File: config.mk
export PLATFORM = sky130hd
export DESIGN_NAME = booth_multiplier_flat
export DESIGN_NICKNAME = d
export VERILOG_FILES = /design/src/rtl/alu_pkg.sv /design/src/rtl/booth_multiplier_if.sv /design/src/rtl/booth_addsub.sv /design/src/rtl/booth_multiplier.sv /design/src/flat_wrapper.sv
export SDC_FILE = /design/constraint.sdc
export NUM_CORES = 1
export LEC_CHECK = 0
export ABC_AREA = 0
export CAP_MARGIN = 20
export CORE_AREA = 3 3 101 103
export DETAILED_ROUTE_END_ITERATION = 6
export DIE_AREA = 0 0 104 106
export PLACE_DENSITY = 0.71
export RECOVER_POWER = 100
export SYNTH_ARGS = -nofsm -noshare
export SYNTH_HDL_FRONTEND = slang
export SYNTH_SLANG_ARGS = --single-unit
File: constraint.sdc
create_clock -name clk -period 3.6 [get_ports clk]
set_clock_uncertainty 0.15 [all_clocks]
set_input_delay 0.72 -clock clk [delete_from_list [all_inputs] [get_ports clk]]
set_output_delay 0.72 -clock clk [all_outputs]
set_load 0.03 [all_outputs]
File: src/rtl/alu_pkg.sv
// Shared datapath package: operand widths, Booth FSM states and recoding codes.
package alu_pkg;

    localparam int ALU_WIDTH  = 16;
    localparam int PROD_WIDTH = 2 * ALU_WIDTH;

    typedef enum logic [1:0] {
        IDLE = 2'd0,
        CALC = 2'd1,
        DONE = 2'd2
    } booth_state_t;

    // Booth recoding of {q[0], q_m1}: 01 adds M, 10 subtracts M, 00/11 skip.
    localparam logic [1:0] BOOTH_ADD = 2'b01;
    localparam logic [1:0] BOOTH_SUB = 2'b10;

endpackage

File: src/rtl/booth_multiplier_if.sv
// Operand / product handshake bundle for the Booth multiplier.
interface booth_multiplier_if
    import alu_pkg::*;
#(
    parameter int WIDTH = ALU_WIDTH
);

    logic                   in_valid;
    logic                   in_ready;
    logic [WIDTH-1:0]       multiplicand;
    logic [WIDTH-1:0]       multiplier;
    logic                   out_valid;
    logic                   out_ready;
    logic [2*WIDTH-1:0]     product;

    // Operand producer / product consumer side.
    modport master (
        output in_valid, multiplicand, multiplier, out_ready,
        input  in_ready, out_valid, product
    );

    // Multiplier side.
    modport slave (
        input  in_valid, multiplicand, multiplier, out_ready,
        output in_ready, out_valid, product
    );

endinterface

File: src/rtl/booth_addsub.sv
// Combinational two's-complement add/subtract stage: sum = sub ? a - b : a + b.
module booth_addsub #(
    parameter int DW = 17
) (
    input  logic [DW-1:0] a,
    input  logic [DW-1:0] b,
    input  logic          sub,
    output logic [DW-1:0] sum
);

    logic [DW-1:0] b_op;

    // Subtraction is the ~b + 1 negation folded into a single adder carry-in.
    always_comb begin
        b_op = sub ? ~b : b;
        sum  = a + b_op + {{(DW-1){1'b0}}, sub};
    end

endmodule

File: src/rtl/booth_multiplier.sv
// Sequential radix-2 Booth signed multiplier, one recoding step per cycle,
// with valid/ready handshakes on operand input and product output.
module booth_multiplier
    import alu_pkg::*;
#(
    parameter int WIDTH = ALU_WIDTH
) (
    input  logic               clk,
    input  logic               rst_n,
    booth_multiplier_if.slave  bus
);

    localparam int             CW        = $clog2(WIDTH) + 1;
    localparam logic [CW-1:0]  LAST_STEP = CW'(WIDTH - 1);

    booth_state_t       state_q,   state_d;
    logic [WIDTH:0]     acc_q,     acc_d;
    logic [WIDTH-1:0]   q_q,       q_d;
    logic               q_m1_q,    q_m1_d;
    logic [WIDTH-1:0]   m_q,       m_d;
    logic [CW-1:0]      count_q,   count_d;
    logic [2*WIDTH-1:0] product_q, product_d;

    logic [1:0]         booth_code;
    logic [WIDTH:0]     m_sext;
    logic [WIDTH:0]     addsub_sum;
    logic [WIDTH:0]     step_sel;
    logic [WIDTH:0]     acc_sh;
    logic [WIDTH-1:0]   q_sh;

    assign booth_code = {q_q[0], q_m1_q};
    // One extra accumulator bit keeps A - M exact when M is the most-negative value.
    assign m_sext     = {m_q[WIDTH-1], m_q};

    booth_addsub #(
        .DW (WIDTH + 1)
    ) u_addsub (
        .a   (acc_q),
        .b   (m_sext),
        .sub (q_q[0] & ~q_m1_q),
        .sum (addsub_sum)
    );

    // Booth step result followed by the arithmetic right shift across {acc, q, q_m1}.
    always_comb begin
        step_sel = acc_q;
        if (booth_code == BOOTH_ADD || booth_code == BOOTH_SUB) begin
            step_sel = addsub_sum;
        end
        acc_sh = {step_sel[WIDTH], step_sel[WIDTH:1]};
        q_sh   = {step_sel[0], q_q[WIDTH-1:1]};
    end

    // Next-state and datapath update for IDLE/CALC/DONE.
    always_comb begin
        state_d   = state_q;
        acc_d     = acc_q;
        q_d       = q_q;
        q_m1_d    = q_m1_q;
        m_d       = m_q;
        count_d   = count_q;
        product_d = product_q;

        case (state_q)
            IDLE: begin
                if (bus.in_valid) begin
                    m_d     = bus.multiplicand;
                    q_d     = bus.multiplier;
                    acc_d   = '0;
                    q_m1_d  = 1'b0;
                    count_d = '0;
                    state_d = CALC;
                end
            end
            CALC: begin
                acc_d   = acc_sh;
                q_d     = q_sh;
                q_m1_d  = q_q[0];
                count_d = count_q + 1'b1;
                if (count_q == LAST_STEP) begin
                    product_d = {acc_sh[WIDTH-1:0], q_sh};
                    state_d   = DONE;
                end
            end
            DONE: begin
                // The product always spends at least one cycle here, even if
                // out_ready was already high on entry.
                if (bus.out_ready) begin
                    state_d = IDLE;
                end
            end
            default: begin
                state_d = IDLE;
            end
        endcase
    end

    // State and datapath registers; async reset aborts any operation in flight.
    always_ff @(posedge clk or negedge rst_n) begin
        if (!rst_n) begin
            state_q   <= IDLE;
            acc_q     <= '0;
            q_q       <= '0;
            q_m1_q    <= 1'b0;
            m_q       <= '0;
            count_q   <= '0;
            product_q <= '0;
        end else begin
            state_q   <= state_d;
            acc_q     <= acc_d;
            q_q       <= q_d;
            q_m1_q    <= q_m1_d;
            m_q       <= m_d;
            count_q   <= count_d;
            product_q <= product_d;
        end
    end

    // Handshake outputs are pure state decodes.
    assign bus.in_ready  = (state_q == IDLE);
    assign bus.out_valid = (state_q == DONE);
    assign bus.product   = product_q;

endmodule

File: src/flat_wrapper.sv
// flat-port wrapper written by rule: the top's interface ports become plain ports
module booth_multiplier_flat import alu_pkg::*;
#(
    parameter int WIDTH = ALU_WIDTH
)
  (clk, rst_n, bus_in_valid, bus_multiplicand, bus_multiplier, bus_out_ready, bus_in_ready, bus_out_valid, bus_product);
  booth_multiplier_if #(.WIDTH(WIDTH)) bus_i ();
  input  logic clk;
  input  logic rst_n;
  input wire logic [$bits(bus_i.in_valid)-1:0] bus_in_valid;
  input wire logic [$bits(bus_i.multiplicand)-1:0] bus_multiplicand;
  input wire logic [$bits(bus_i.multiplier)-1:0] bus_multiplier;
  input wire logic [$bits(bus_i.out_ready)-1:0] bus_out_ready;
  output wire logic [$bits(bus_i.in_ready)-1:0] bus_in_ready;
  output wire logic [$bits(bus_i.out_valid)-1:0] bus_out_valid;
  output wire logic [$bits(bus_i.product)-1:0] bus_product;
  assign bus_i.in_valid = bus_in_valid;
  assign bus_i.multiplicand = bus_multiplicand;
  assign bus_i.multiplier = bus_multiplier;
  assign bus_i.out_ready = bus_out_ready;
  assign bus_in_ready = bus_i.in_ready;
  assign bus_out_valid = bus_i.out_valid;
  assign bus_product = bus_i.product;
  booth_multiplier #(.WIDTH(WIDTH)) u_core (.clk(clk), .rst_n(rst_n), .bus(bus_i));
endmodule
Yosys cells after proc, flatten, opt, wreduce, memory -nomap -nowiden
Cells that the tools add are included.
- output and inout port bits: 34
- register bits: 89
- memories kept: 0
- bits in latches: 0
- input port bits: 36
- RAM bits: 0
- ROM bits: 0
- eq/ne operators: 8
- $add $sub $neg: 3
- multiplexer cells: 14
- shifts and indexed selects: 0
- reduce and logical (&&, ||, !) cells: 7
- order comparisons: 0
- divide/modulo/power cells: 0
- bitwise logic cells: 3
- $mul: 0
- operators by type and width (operator ; number):
    17-bit 2-to-1 mux ; 3
    17-bit case mux with 2 select lines ; 1
    16-bit case mux with 2 select lines ; 1
    17-bit by 1-bit adder with 17-bit output ; 1
    17-bit adder ; 1
    17-bit inverter ; 1
    16-bit 2-to-1 mux ; 1
    5-bit case mux with 2 select lines ; 1
    2-bit 2-to-1 mux ; 3
    2-bit case mux with 3 select lines ; 1
    2-bit AND reduction ; 3
    5-bit by 1-bit adder with 5-bit output (second input constant) ; 1
    5-bit by 4-bit equality test with 1-bit output (second input constant) ; 1
    5-bit 2-to-1 mux ; 1
    2-bit by 1-bit equality test with 1-bit output (second input constant) ; 2
    2-bit equality test (second input constant) ; 2
    2-bit != test (second input constant) ; 2
    3-bit AND reduction ; 1
    2-bit logical NOT ; 1
    2-bit by 1-bit != test with 1-bit output (second input constant) ; 1
    1-bit case mux with 2 select lines ; 1
    2-bit nonzero test ; 1
    1-bit bitwise AND ; 1
    1-bit logical OR ; 1
    2 further kinds ; 2

Longest topological paths before layout
- word-level depth: 7
- depth in mapped cells: 13
- mapped depth without buffers: 11

Modules after synthesis
Synthesis repeated with hierarchy kept, for this count alone.
- cell total of the unflattened synthesis: 438
- area, all modules: 4623.2 um2
- modules (own cells, without submodules) (module ; sequential area each (um2) ; cells each ; area each (um2) ; instances):
    booth_multiplier ; 2202.1 ; 307 ; 3628.5 ; 1
    booth_addsub ; 0.0 ; 131 ; 994.7 ; 1

Worst setup path before layout
Ideal clock, no wire load.
- kind: flip-flop to flip-flop
- from: register u_core.q_m1_q
- to: register u_core.product_q[30], in the netlist u_core.bus.product[30]
- setup slack: 381 ps
- required time: 3346 ps
- arrival: 2965 ps
- stages on the path, launching flop included: 14
- buffers on the path: 2
- path through: dfrtp_1 > inv_1 > ha_1 > buf_2 > buf_1 > xor2_1 > ha_1 > a21o_1 > a21o_1 > a31o_1 > a211oi_4 > o21ai_1 > xnor2_1 > o311ai_1
- longest elaborated chain between the ends: 6
- elaborated cells on any way between the ends: 9
- those cells by class: add/sub (2); eq/ne (2); mux (2); bitwise (2); reduce/logical (1)
- ends and longest elaborated chain (what ; line ; source):
    start: declaration ; booth_multiplier.sv:19 ; logic q_m1_q, q_m1_d;
    start signal: assignment ; booth_multiplier.sv:112 ; q_m1_q <= q_m1_d;
    1-bit inverter ; booth_multiplier.sv:40 ; .sub (q_q[0] & ~q_m1_q),
    1-bit bitwise AND ; booth_multiplier.sv:40 ;
    17-bit 2-to-1 mux ; booth_addsub.sv:15 ; b_op = sub ? ~b : b;
    17-bit adder ; booth_addsub.sv:16 ; sum = a + b_op + {{(DW-1){1'b0}}, sub};
    17-bit by 1-bit adder with 17-bit output ; booth_addsub.sv:16 ;
    17-bit 2-to-1 mux * ; booth_multiplier.sv:47 ; if (booth_code == BOOTH_ADD || booth_code == BOOTH_SUB) begin
    end signal: assignment ; booth_multiplier.sv:115 ; product_q <= product_d;
    end: declaration ; booth_multiplier.sv:22 ; logic [2*WIDTH-1:0] product_q, product_d;
Every way passes the cells marked *; elsewhere a longest branch is shown, timed or not.
A chain may end at the register's enable or synchronous reset.

Final worst setup path
Ends and elaborated chain as after synthesis.

==> metrics <==
run status complete, but fails checks; violations in the final reports max-capacitance violations, max-slew violations; TritonCTS buffer count 9; number of flip-flops and latches in the synthesized netlist 88; drt drc 0; Worst EP arrival 3.41 ns; most common cell after layout, fill and taps aside sky130_fd_sc_hd__nand2_1; number of distinct library cells after synthesis 40; TritonCTS clock tree yes; biggest area consumer among synthesized cells sky130_fd_sc_hd__dfrtp_1; fraction of post-synthesis cell area in the top cell type by area 49.48%; layout cells sized above 1 7.537%; Total Die Area 11020 um^2; number of buffers added on ports 69; data required time of the worst path 3.72 ns; top-level I/O count 70; pin count of the biggest net entering global routing 65; WL/cell 14.87 um; area occupied by multi-input gates 2121 um^2; kind of critical path reg -> reg; Area contributors post-synth sky130_fd_sc_hd__dfrtp_1, sky130_fd_sc_hd__nand2_1, sky130_fd_sc_hd__ha_1, sky130_fd_sc_hd__o21ai_0, sky130_fd_sc_hd__mux2_2; initial antenna violation count 0; drt initial violations 161; synthesized instance count 476; number of nets produced by synthesis 531; number of clock sinks 88; final antenna-violating net count 0; cell area after synthesis 4451 um^2; Worst Path Max Fanout 11; Clock Latency Late Sink 0.37 ns; ANT cells 0; Synth warnings 0; final setup violating endpoints 0; Critical Path End Type flop; sequential element share of the synthesized area 49.48%; Max Cap Violations 1; post-CTS setup buffer count 0; Std-Cell Core Area 9284 um^2; cell row count 35; via/cell ratio 5.230; fraction of registers with async set or reset after synthesis 100.0%; final wirelength 10010 um; total instance count after detailed placement 656; overall via count from detail_route 3520; critical path launch point type flop; Worst-path clk slew 0.09 ns; Final Slew Violations 38; least setup slack across all paths after layout 0.3135 ns; slew at the pin closest to its max-slew limit 1.962 ns; Initial Util 47.94%; Routability Congestion 0.8838; Synth-to-Final Area Change 22.24%; Primary FF master, synth sky130_fd_sc_hd__dfrtp_1; Filler cells 839; most frequent cells in the layout sky130_fd_sc_hd__nand2_1, sky130_fd_sc_hd__dfrtp_1, sky130_fd_sc_hd__o21ai_0; Detailed Place HPWL 7118 um; fmax 304.3 MHz; GRT Util Overall 19.09%; wire length of the first global-routing pass 17080 um; number of flops mapped to enable cells by yosys 0; PD cells 1117 nW/um^2; number of hold-slack violations in the final timing report 0; part of the cycle the worst path needs 91.29%; maximum ir drop on the vdd rail 392.1 uV; Mapped Avg Cell Area 9.350 um^2; Final min period 3.286 ns; hold buffer count at cts 0; number of buffers between clock root and the deepest sink 2; number of standard cells in the final layout excluding fillers 673; via count of the first global-routing pass 3469; sequential cell area 2202 um^2; Max-slew headroom -30.78%; global route overflow 0; final setup TNS 0 ns; Post-Place Worst Slack 0.3502 ns; CTS resizes 0; die width 104 um; final net count 594; worst min-delay path class reg -> reg; cell chosen for the clock root sky130_fd_sc_hd__clkbuf_8; unrepaired setup endpoints after global routing no; count of TritonRoute iterations in the first routing pass 4; H-tree level count 3; Leak Pwr 2.558 nW; height of the chip 106 um
final timing paths:
| path | from | to | slack, ns | depth (start not counted) |
|---|---|---|---|---|
| hold / removal | u_core.bus.product[22]$_DFFE_PN0P_ | u_core.bus.product[22]$_DFFE_PN0P_ | 0.33 | 2 |
| setup reg to reg | u_core.q_m1_q$_DFFE_PN0P_ | u_core.bus.product[30]$_DFFE_PN0P_ | 0.31 | 12 |
| setup / recovery | u_core.q_m1_q$_DFFE_PN0P_ | u_core.bus.product[30]$_DFFE_PN0P_ | 0.31 | 12 |
| max in group asynchronous | rst_n | u_core.m_q[10]$_DFFE_PN0P_ | 1.00 | 2 |
| hold reg to reg | u_core.bus.product[22]$_DFFE_PN0P_ | u_core.bus.product[22]$_DFFE_PN0P_ | 0.33 | 2 |
| min in group asynchronous | rst_n | u_core.bus.product[12]$_DFFE_PN0P_ | 0.74 | 1 |
layer usage:
metal  up-vias  track usage, %  wire, um
li1       1754               -         -
met4         0           6.838       192
met3        13           3.947       479
met1      1680           25.14      4580
met5         -               0         0
met2        73           31.38      4754
report_power, final:
part	leakage [nW]	internal (mW)	switching, mW
Sequential	1.09	1.44	0.312
Combinational	1.38	1.53	2.15
Clock	0.0809	0.271	0.375
Total	2.56	3.24	2.83
cell families (layout without fill, tap and decap cells):
logic type | count (synthesis) | in the layout | synth area share [%]
flops | 88 | 88 | 49.48
fa+ha+maj | 19 | 19 | 5.510
mux | 21 | 21 | 5.173
xor+xnor | 32 | 32 | 6.297
compound gates | 102 | 102 | 14.06
buf+inv | 33 | 101 | 2.811
simple gates | 181 | 181 | 16.67
through the flow:
stage / area, um^2 / hold WS (ns) / power (mW) / util, %
global placement: 5279 / 0.3143 / 5.437 / 56.86
detailed placement: 5279 / 0.3211 / 5.528 / 56.86
floorplan: 4451 / 0.2744 / 4.535 / -
finish: 5440 / 0.3306 / 6.074 / 58.60
global route: 5440 / 0.3669 / 6.641 / 58.60
CTS: 5460 / 0.1572 / 6.192 / 58.81
Yosys cell counts (6+ instances only):
library cell               number
sky130_fd_sc_hd__xor2_1        20
sky130_fd_sc_hd__nand2_1      111
sky130_fd_sc_hd__ha_1          18
sky130_fd_sc_hd__a21oi_1       19
sky130_fd_sc_hd__dfrtp_1       88
sky130_fd_sc_hd__clkbuf_1      21
sky130_fd_sc_hd__xnor2_1       12
sky130_fd_sc_hd__nor2_1        35
sky130_fd_sc_hd__mux2_2        16
sky130_fd_sc_hd__a31oi_1       17
sky130_fd_sc_hd__inv_1          6
sky130_fd_sc_hd__o21ai_0       37
sky130_fd_sc_hd__nand3_1       20
state kept, by name (all words and copies together), names as in the netlist:
name / flops
u_core.acc_q: 16
u_core.bus.product: 32
u_core.count_q: 5
u_core.m_q: 16
u_core.q_m1_q: 1
u_core.q_q: 16
u_core.state_q: 2
layout make-up:
| class | instances | share of cell area [%] |
|---|---|---|
| flip-flops and latches | 88 | 40.48 |
| multi-input cells | 355 | 38.98 |
| repair buffers | 78 | 13.75 |
| well taps | 129 | 2.967 |
| clock buffers | 10 | 2.530 |
| clock inverters | 6 | 0.8050 |
| inverters | 7 | 0.4830 |
critical path: stages (launching register included):
cell	delay, ns
sky130_fd_sc_hd__dfrtp_1	0.36
sky130_fd_sc_hd__inv_1	0.07
sky130_fd_sc_hd__ha_1	0.33
sky130_fd_sc_hd__buf_4	0.30
sky130_fd_sc_hd__xor2_1	0.18
sky130_fd_sc_hd__ha_1	0.31
sky130_fd_sc_hd__a21o_1	0.23
sky130_fd_sc_hd__a21o_1	0.17
sky130_fd_sc_hd__a31o_1	0.19
sky130_fd_sc_hd__a211oi_2	0.36
sky130_fd_sc_hd__o21ai_1	0.13
sky130_fd_sc_hd__xnor2_1	0.16
sky130_fd_sc_hd__o311ai_1	0.26
(Power assumes the default switching activity.)
==> edit 1, RTL diff (same settings) <==
Set the package constant `ALU_WIDTH` to 8 (it was 16).
--- a/src/rtl/alu_pkg.sv
+++ b/src/rtl/alu_pkg.sv
@@ -1,7 +1,7 @@
 // Shared datapath package: operand widths, Booth FSM states and recoding codes.
 package alu_pkg;
 
-    localparam int ALU_WIDTH  = 16;
+    localparam int ALU_WIDTH  = 8;
     localparam int PROD_WIDTH = 2 * ALU_WIDTH;
 
     typedef enum logic [1:0] {
Ports: changed (resized bus_multiplicand, bus_multiplier and bus_product); port bits go from 70 to 38. The function was not compared with the original's and may differ.
==> edit 1 against the original RTL <==
Sequential cell count decreased by 41. Sequential power is 45% lower. Setup slack improved by 0.42 ns. Power is 46% lower. Design area fell by 45%. Synthesized area is 46% lower. Wire length is 46% lower.
==> edit 1: results <==
{
  "synth-compound-area-share": 0.134,
  "cp_slowest_cell": "a221oi_1",
  "met3_usage": 0.0249,
  "via_per_inst": 4.57,
  "n_fill_cell": 988,
  "synthXorXnorAreaFrac": 0.0440,
  "hpwlAfterDp_um": 3890,
  "drt_iter0_drc": 94,
  "port_buffers": 37,
  "place.gp.congestion": 0.840,
  "grt_util_all_layers": 0.102,
  "synthMuxAreaShare": 0.0403,
  "synthTopCellsByArea": "dfrtp_1 49%, nand2_1 12%, ha_1 4.7%",
  "placed_area_sq_mm": 0.00288,
  "largest_reg_flops": 16,
  "grtUsageMet1": 0.127,
  "grt.met2_usage": 0.168,
  "numCtsBuffers": 5,
  "nets": 323,
  "clock_latency_ns": 0.30,
  "peakVddDrop_v": 0.000255,
  "totalWireLength_um": 5450,
  "status": "finished, final reports clean",
  "tightest_slew_ns": 1.00,
  "ys_seq_area_frac": 0.492,
  "critPathMaxStageDelay_ns": 0.44,
  "cp_max_fo": 8,
  "yosysUniqueCellTypes": 38,
  "grt_pass1_vias": 1942
}
==> edit 1: cell families after synthesis <==
logic type,after synthesis
and+or+nand+nor,117
AOI/OAI and AO/OA,47
DFF,47
buffers and inverters,16
xor gates and xnor gates,12
adders and majority gates,10
muxes,9
==> edit 1: final timing paths <==
check	end	slack, ns	startpoint	cells past startpoint
setup / recovery	u_core.acc_q[6]	0.74	u_core.q_m1_q	9
hold / removal	u_core.count_q[2]	0.28	rst_n	1
setup reg to reg	u_core.acc_q[6]	0.74	u_core.q_m1_q	9
hold reg to reg	u_core.bus.product[6]	0.33	u_core.bus.product[6]	2
max in group asynchronous	u_core.q_q[1]	2.38	rst_n	2
min in group clk	u_core.bus.product[6]	0.33	u_core.bus.product[6]	2
==> edit 1: layout make-up <==
class,instances,area (sq um),area share
inverters,3,11.3,0.00375
flip-flops and latches,47,1180,0.391
clock buffers,5,68.8,0.0229
multi-input cells,195,1120,0.372
well taps,129,161,0.0537
clock inverters,3,67.6,0.0225
repair buffers,41,403,0.134
==> edit 1: stage by stage <==
stage	cells	utilization	power, uW	hold WS (ns)	setup slack (ns)
final	423	0.324	3270	0.280	0.737
after global routing	423	0.324	3550	0.329	0.527
after CTS	422	0.325	3400	0.340	0.880
after detailed placement	414	0.310	2920	0.316	0.906
after global placement	414	0.310	2850	0.314	0.986
after floorplan	258	-	2410	0.274	1.16
==> edit 1: layer usage <==
metal / wire (um) / part of all wire
met5: 0 / 0
met4: 112 / 0.021
met3: 280 / 0.051
met2: 2460 / 0.45
met1: 2590 / 0.48
==> edit 1: worst reg2reg max path, stage by stage, from the launching register on <==
cell and delay [ns]:
dfrtp_1 0.39, inv_1 0.06, ha_1 0.40, xor2_1 0.20
ha_1 0.30, a21o_1 0.20, a31o_1 0.23, a221oi_1 0.44
mux2i_1 0.24, o211ai_1 0.10
==> edit 1: report_power, final <==
group	switching, uW	internal [uW]
combinational	1080	775
clock	186	277
sequential	176	781
==> edit 2, RTL diff (same flow settings) <==
Made on the original files. Re-encode `booth_state_t` (3 states) as one-hot, 3 bits wide.
--- a/src/rtl/alu_pkg.sv
+++ b/src/rtl/alu_pkg.sv
@@ -4,10 +4,10 @@
     localparam int ALU_WIDTH  = 16;
     localparam int PROD_WIDTH = 2 * ALU_WIDTH;
 
-    typedef enum logic [1:0] {
-        IDLE = 2'd0,
-        CALC = 2'd1,
-        DONE = 2'd2
+    typedef enum logic [2:0] {
+        IDLE = 3'b001,
+        CALC = 3'b010,
+        DONE = 3'b100
     } booth_state_t;
 
     // Booth recoding of {q[0], q_m1}: 01 adds M, 10 subtracts M, 00/11 skip.
Behaviour: no difference found for any inputs over 10 cycles, from zero or initial values and one cycle with rst_n low; not proved beyond that.
==> edit 2 against the original RTL <==
The run still ends with capacitance limit, slew limit left. Sequential cell count rose by 1. Synthesized cell count rose by 13%. Power fell by 24%. Wire length rose by 9.7%. Setup slack got worse by 0.029 ns. Design area rose by 5.0%. Sequential power fell by 17%. Hold slack got worse by 0.0061 ns. First-iteration DRC count rose by 53%. Synthesized area rose by 6.2%. Utilization rose by 3.0 points.
==> edit 2: results <==
{
  "status": "finished, violations left",
  "violations": "capacitance limit, slew limit",
  "crit-reg2reg-launch": "u_core.q_q[0]",
  "clock_area_frac": 0.0368,
  "peakVddDrop_v": 0.000360,
  "synth-compound-area-share": 0.153,
  "p_leak_uw": 0.00289,
  "placed_area_sq_mm": 0.00551,
  "synth_fa_ha_area_frac": 0.0519,
  "buf_share": 0.135,
  "synthXorXnorAreaFrac": 0.0482,
  "whs_endpoint": "u_core.bus.product[6]",
  "vias": 3964,
  "grt_util_all_layers": 0.206,
  "syn_nets": 595,
  "r2r_cells": 9,
  "totalWireLength_um": 11000,
  "synthMuxAreaShare": 0.0196,
  "nets": 650,
  "power_density_mw_per_mm2": 810,
  "power_uw": 4630,
  "synthTopCellsByArea": "dfrtp_1 47%, nand2_1 12%, ha_1 4.8%",
  "n_fill_cell": 816,
  "grt_first_pass_wirelength_um": 18600,
  "hp-start": "u_core.bus.product[6]",
  "synth_common_cells": "154 x nand2_1, 88 x dfrtp_1, 34 x clkbuf_1, 33 x o21ai_0, 29 x nor2_1",
  "syn_avg_cell_area_sq_um": 8.75,
  "multi_input_area_share": 0.405,
  "holdWs_ns": 0.324,
  "maxCapViolations": 2,
  "reg2reg_to": "u_core.bus.product[29]",
  "drv_slew": 100,
  "dp_cells": 712,
  "comb_power_share": 0.525,
  "grt_max_degree": 90,
  "ys_seq_area_frac": 0.471,
  "slew_headroom": -0.600,
  "yosysUniqueCellTypes": 51,
  "grt_pass1_vias": 3805,
  "n_all_buffers": 80,
  "worst_ep_arrival_time_ns": 3.43,
  "switchingPower_uw": 2080,
  "hpwlAfterDp_um": 7470,
  "multi_input_cells": 408
}
## edit 2: worst max-delay path, stage by stage, from the launching register on
cell      delay [ns]
dfrtp_1         0.41
ha_1            0.29
mux2_2          0.33
fa_1            0.41
a21o_1          0.21
a311oi_1        0.34
nor2_1          0.13
a41oi_1         0.33
mux2_1          0.38
o31ai_1         0.24
## edit 2: worst max-delay path by stage
stage / startpoint / endpoint / slack (ns)
after floorplan: u_core.q_m1_q / u_core.bus.product[29] / 0.15
after global placement: u_core.q_q[0] / u_core.bus.product[29] / 0.39
after detailed placement: u_core.q_q[0] / u_core.bus.product[29] / 0.29
after CTS: u_core.q_q[0] / u_core.bus.product[29] / 0.28
after global routing: u_core.q_m1_q / u_core.bus.product[30] / 0.04
final: u_core.q_q[0] / u_core.bus.product[29] / 0.28
## edit 2: metal layers
| layer | global-route usage | wire, um |
|---|---|---|
| met1 | 0.283 | 5220 |
| met2 | 0.328 | 5000 |
| met3 | 0.0401 | 582 |
| met4 | 0.0750 | 163 |
| met5 | 0 | 0 |
